**config.mk**
```make
export PLATFORM = sky130hd
export DESIGN_NAME = pc_sequencer
export DESIGN_NICKNAME = d
export VERILOG_FILES = /design/src/rtl/pc_sequencer.sv
export SDC_FILE = /design/constraint.sdc
export NUM_CORES = 1
export LEC_CHECK = 0
export BUFFER_PORTS_ARGS = -buffer_cell sky130_fd_sc_hd__buf_4
export CAP_MARGIN = 30
export CORE_ASPECT_RATIO = 0.7
export CORE_MARGIN = 2
export CORE_UTILIZATION = 30
export DETAILED_ROUTE_END_ITERATION = 6
export SYNTH_ARGS = -nofsm -noshare
export SYNTH_HDL_FRONTEND = slang
export SYNTH_SLANG_ARGS = --single-unit
```
**constraint.sdc**
```tcl
create_clock -name clk -period 4.28 [get_ports clk]
set_clock_uncertainty 0.1 [all_clocks]
set_input_delay 0.214 -clock clk [delete_from_list [all_inputs] [get_ports clk]]
set_output_delay 0.214 -clock clk [all_outputs]
set_load 0.005 [all_outputs]
```
**src/rtl/pc_sequencer.sv**
```systemverilog
// Program-counter sequencer: drives the instruction fetch address, resolves
// branch/jump/exception redirects and hands accepted instructions to decode.
module pc_sequencer (
    input  logic        clk,
    input  logic        rst,
    input  logic        stall,
    input  logic        branch_taken,
    input  logic [15:0] branch_imm,
    input  logic        jump,
    input  logic [25:0] jump_target,
    input  logic        jr,
    input  logic [31:0] jr_addr,
    input  logic        exc,
    input  logic        imem_ready,
    output logic        imem_req,
    output logic [31:0] imem_addr,
    output logic        fetch_valid,
    output logic [31:0] fetch_pc,
    output logic [31:0] epc
);

    localparam logic [31:0] RESET_VECTOR = 32'h0000_0000;
    localparam logic [31:0] EXC_VECTOR   = 32'h8000_0180;

    typedef enum logic [1:0] {
        BOOT  = 2'd0,
        FETCH = 2'd1,
        FLUSH = 2'd2,
        HALT  = 2'd3
    } state_t;

    state_t      state;
    state_t      state_next;
    logic [31:0] pc;
    logic [31:0] pc_next;
    logic [31:0] pending;
    logic [31:0] pending_next;
    logic [31:0] epc_next;

    logic [31:0] seq_target;
    logic [31:0] branch_target;
    logic [31:0] jump_addr;
    logic [31:0] jr_target;
    logic [31:0] redirect_target;
    logic        active;
    logic        redirect;

    // Candidate targets, all relative to the pc currently being fetched.
    assign seq_target    = pc + 32'd4;
    assign branch_target = seq_target + {{14{branch_imm[15]}}, branch_imm, 2'b00};
    assign jump_addr     = {seq_target[31:28], jump_target, 2'b00};
    assign jr_target     = {jr_addr[31:2], 2'b00};

    // Redirect inputs only matter while a fetch is in flight; BOOT ignores them.
    assign active   = (state == FETCH) || (state == FLUSH);
    assign redirect = active && (exc || jr || jump || branch_taken);

    always_comb begin
        redirect_target = seq_target;
        if (exc)
            redirect_target = EXC_VECTOR;
        else if (jr)
            redirect_target = jr_target;
        else if (jump)
            redirect_target = jump_addr;
        else if (branch_taken)
            redirect_target = branch_target;
    end

    always_ff @(posedge clk or posedge rst) begin
        if (rst)
            state <= BOOT;
        else
            state <= state_next;
    end

    always_comb begin
        state_next = state;
        case (state)
            BOOT:    state_next = FETCH;
            FETCH:   if (!imem_ready && redirect) state_next = FLUSH;
            FLUSH:   if (imem_ready) state_next = FETCH;
            default: state_next = BOOT;
        endcase
    end

    always_comb begin
        imem_req    = active;
        imem_addr   = pc;
        fetch_pc    = pc;
        fetch_valid = (state == FETCH) && imem_ready && !redirect && !stall;
    end

    // A redirect that arrives while memory is busy is parked in pending and
    // applied when the outstanding (discarded) response finally returns.
    always_comb begin
        pc_next      = pc;
        pending_next = pending;
        epc_next     = epc;
        case (state)
            FETCH: begin
                if (imem_ready) begin
                    if (redirect)
                        pc_next = redirect_target;
                    else if (!stall)
                        pc_next = seq_target;
                end else if (redirect) begin
                    pending_next = redirect_target;
                end
            end
            FLUSH: begin
                if (imem_ready)
                    pc_next = redirect ? redirect_target : pending;
                else if (redirect)
                    pending_next = redirect_target;
            end
            default: ;
        endcase
        if (active && exc)
            epc_next = pc;
    end

    always_ff @(posedge clk or posedge rst) begin
        if (rst) begin
            pc      <= RESET_VECTOR;
            pending <= 32'h0;
            epc     <= 32'h0;
        end else begin
            pc      <= pc_next;
            pending <= pending_next;
            epc     <= epc_next;
        end
    end

endmodule

```
==> metrics.yaml <==
min_to: "pending[29]"
holdPathStages: 3
io_pins: 180
cap_violations: 0
fmax_ghz: 0.2437
holdCritPathClass: "input pin to register"
num_vias: 7813
syn_nets: 1056
r2r-end: "fetch_pc[25]"
yosys_warnings: 0
port_buffers: 177
antenna_found_initial: 0
critPathMaxFanout: 7
final_cell_area_sq_um: 10070
drcViolationCount: 0
ir_drop_uv: 238.0
min_period_ps: 4103
syn_to_final_growth_pct: 28.45
critPathBufInv: 0
finalHoldViolations: 0
syn_avg_cell_area_sq_um: 8.413
gp_congestion: 0.9415
first_global_vias: 7319
holdWs_ps: 85.94
ys_ff_latch: 98
htreeDepth: 3
die_w_microns: 197.2
ys_types: 77
clk-insertion-delay-late_ps: 350
rsz0062_at_grt: "no"
r2r-start: "fetch_pc[10]"
crit_family: "compound AO/OA/AOI/OAI gates"
relSlewSlack: 0.4671
worst-setup-path-type: "register to register"
wl_per_cell_microns: 20.35
critPathLaunchType: "register"
die_y_microns: 139.3
wl_mm: 29.34
core-area_sq_um: 25690
tns_ps: 0
finalSetupViolations: 0
fp-row-count: 49
status: "finished, final reports clean"
yosysSeqAreaShare: 0.3127
cts.clk_slew.worst_paths_ps: 70
worstHoldStart: "jr_addr[29]"
grt_remaining_overflow: 0
fin_ws_ps: 176.6
worst_path_max_delay_cell: "nor3_4"
hpwl_mm: 22.35
synth.most_common_cell: "nand2_1"
numCtsBuffers: 9
cts_num_sinks: 98
synth_compound_area_frac: 0.2199
netlist_area_sq_um: 7841
synthAdderAreaFrac: 0.06798
synth_commonest_cells: "nand2_1 (116), dfrtp_1 (98), nor2_1 (65)"
rr_worst_depth: 13
dieArea_sq_um: 27470
synthSimpleGateAreaFrac: 0.1951
ant_nets: 0
synth_ff_type: "dfrtp_1"
place_area_sq_um: 9651
layout-drive-gt1-share: 0.2934
synth_area_leaders: "dfrtp_1 (31%), ha_1 (6.5%), nand2_1 (5.6%)"
n_antenna_cell: 0
drt_iter0_drc: 769
arrival_ps: 4220
grtUsageTotal: 0.2123
power_density_nw_per_um2: 680.4
tightest_slew_ps: 789.4
reg2reg_slack_ps: 180
fin_nets: 1230
clock_path_buffers: 2
grt_pass1_wl_mm: 44.44
synth_top_family_by_area: "compound AO/OA/AOI/OAI gates"
synthMuxAreaShare: 0.08202
yosysTopAreaCell: "dfrtp_1"
p_leak_nw: 4.703
drt_pass1_iterations: 5
root_buffer: "clkbuf_16"
yosys.area_share.xor_xnor: 0.04915
dp_slack_ps: 199.7
final_max_slew_viol_count: 0
crit_chain: "nand3_1 > nor3_4 > nand3_1 > xnor2_1 > ha_1 > a21oi_1 > o21bai_1 > a221o_1 > nor2_2 > o21ai_1 > mux2_1 > a31oi_1 > a31oi_1"
crit_path_end_kind: "register"
start_util: 0.3052
async_reset_ff_frac: 1.000
grt_max_degree: 70
slowest_delay_ps: 430
cts_tree: "done"
synth_edf_count: 0
vias_per_cell: 5.418
crit_required_ps: 4400
finalCritPeriodShare: 0.9588
post_synth_inst_count: 932
synth_top_area_frac: 0.3127
==> kinds of logic after synthesis <==
kind of cell               Yosys count
muxes                               60
adders and majority gates           42
buffers and inverters              117
DFF                                 98
AOI/OAI and AO/OA                  258
and+or+nand+nor                    313
xor gates and xnor gates            44
==> what timing repair did <==
action                                  CTS  global route
endpoints found under the setup margin    0            13
resized for setup                         0             6
hold buffers                              1             0
buffers inserted                          0             1
endpoints found under the hold margin     5             0
==> report_power, final <==
part           internal [mW]  switching (mW)
sequential              1.29           0.310
combinational           1.94            2.34
clock                  0.589           0.383
total                   3.82            3.03
==> state kept, by name (all words and copies together) (netlist names) <==
signal	flops
fetch_pc	32
epc	32
pending	32
state	2
==> cell usage in the layout, fill, tap and decap left out, types with 6 or more instances in the layout <==
cell type	Yosys	final
a211oi_1	7	7
a21o_1	19	19
a21oi_1	51	51
a22o_1	11	11
a22oi_1	7	7
a31oi_1	11	11
and2_1	8	8
and3_1	10	10
and4_1	6	6
buf_4	32	247
clkbuf_16	0	9
dfrtp_1	98	96
ha_1	41	40
inv_1	29	28
mux2_2	33	33
mux2i_1	26	26
nand2_1	116	116
nand2b_1	9	9
nand3_1	25	25
nand4_1	15	15
nor2_1	65	65
nor2b_1	11	11
nor3_1	18	18
o211ai_1	11	11
o21ai_0	46	46
o21ai_1	22	22
o21bai_1	7	7
o221ai_1	12	12
o31ai_1	8	8
xnor2_1	27	24
xor2_1	17	17
==> layout make-up <==
class,count,area [sq um]
Timing Repair Buffer,249,1892
Sequential cell,98,2455
Clock buffer,10,239.0
Fill cell,2629,15620
Multi-Input combinational cell,717,4842
Tap cell,331,414.1
Inverter,31,118.9
Clock inverter,6,111.4
==> per-stage QoR <==
stage,utilization,power [mW],cells
4_1_cts,0.3897,6.804,1440
3_3_place_gp,0.3757,5.755,1423
2_1_floorplan,-,4.104,932
3_5_place_dp,0.3757,5.803,1423
5_1_grt,0.3921,7.341,1442
6_report,0.3921,6.853,1442
==> worst max path at each step <==
stage / startpoint / to / slack, ps / depth (start not counted)
floorplan: fetch_pc[8] / fetch_pc[25] / 700 / 15
global placement: fetch_pc[2] / fetch_pc[25] / 220 / 14
detailed placement: fetch_pc[6] / fetch_pc[26] / 200 / 16
CTS: fetch_pc[2] / fetch_pc[25] / 170 / 14
global route: fetch_pc[4] / fetch_pc[26] / 10 / 16
finish: fetch_pc[10] / fetch_pc[25] / 180 / 13
==> per-layer routing <==
metal	track usage	vias to the layer above	wire length [microns]
met2	0.3069	299	12250
met1	0.3280	3809	14440
met3	0.04508	21	2420
li1	-	3684	-
met4	0.02731	0	231
met5	0	-	0
==> worst reg2reg max path, delay by kind of cell (launching register included) <==
family / cells / cell delay [ps]
flops: 1 / 350
fa+ha+maj: 1 / 370
mux: 1 / 340
simple gates: 4 / 1110
compound gates: 6 / 1390
xor+xnor: 1 / 330
Note: power is estimated with default switching activity, not from simulation.
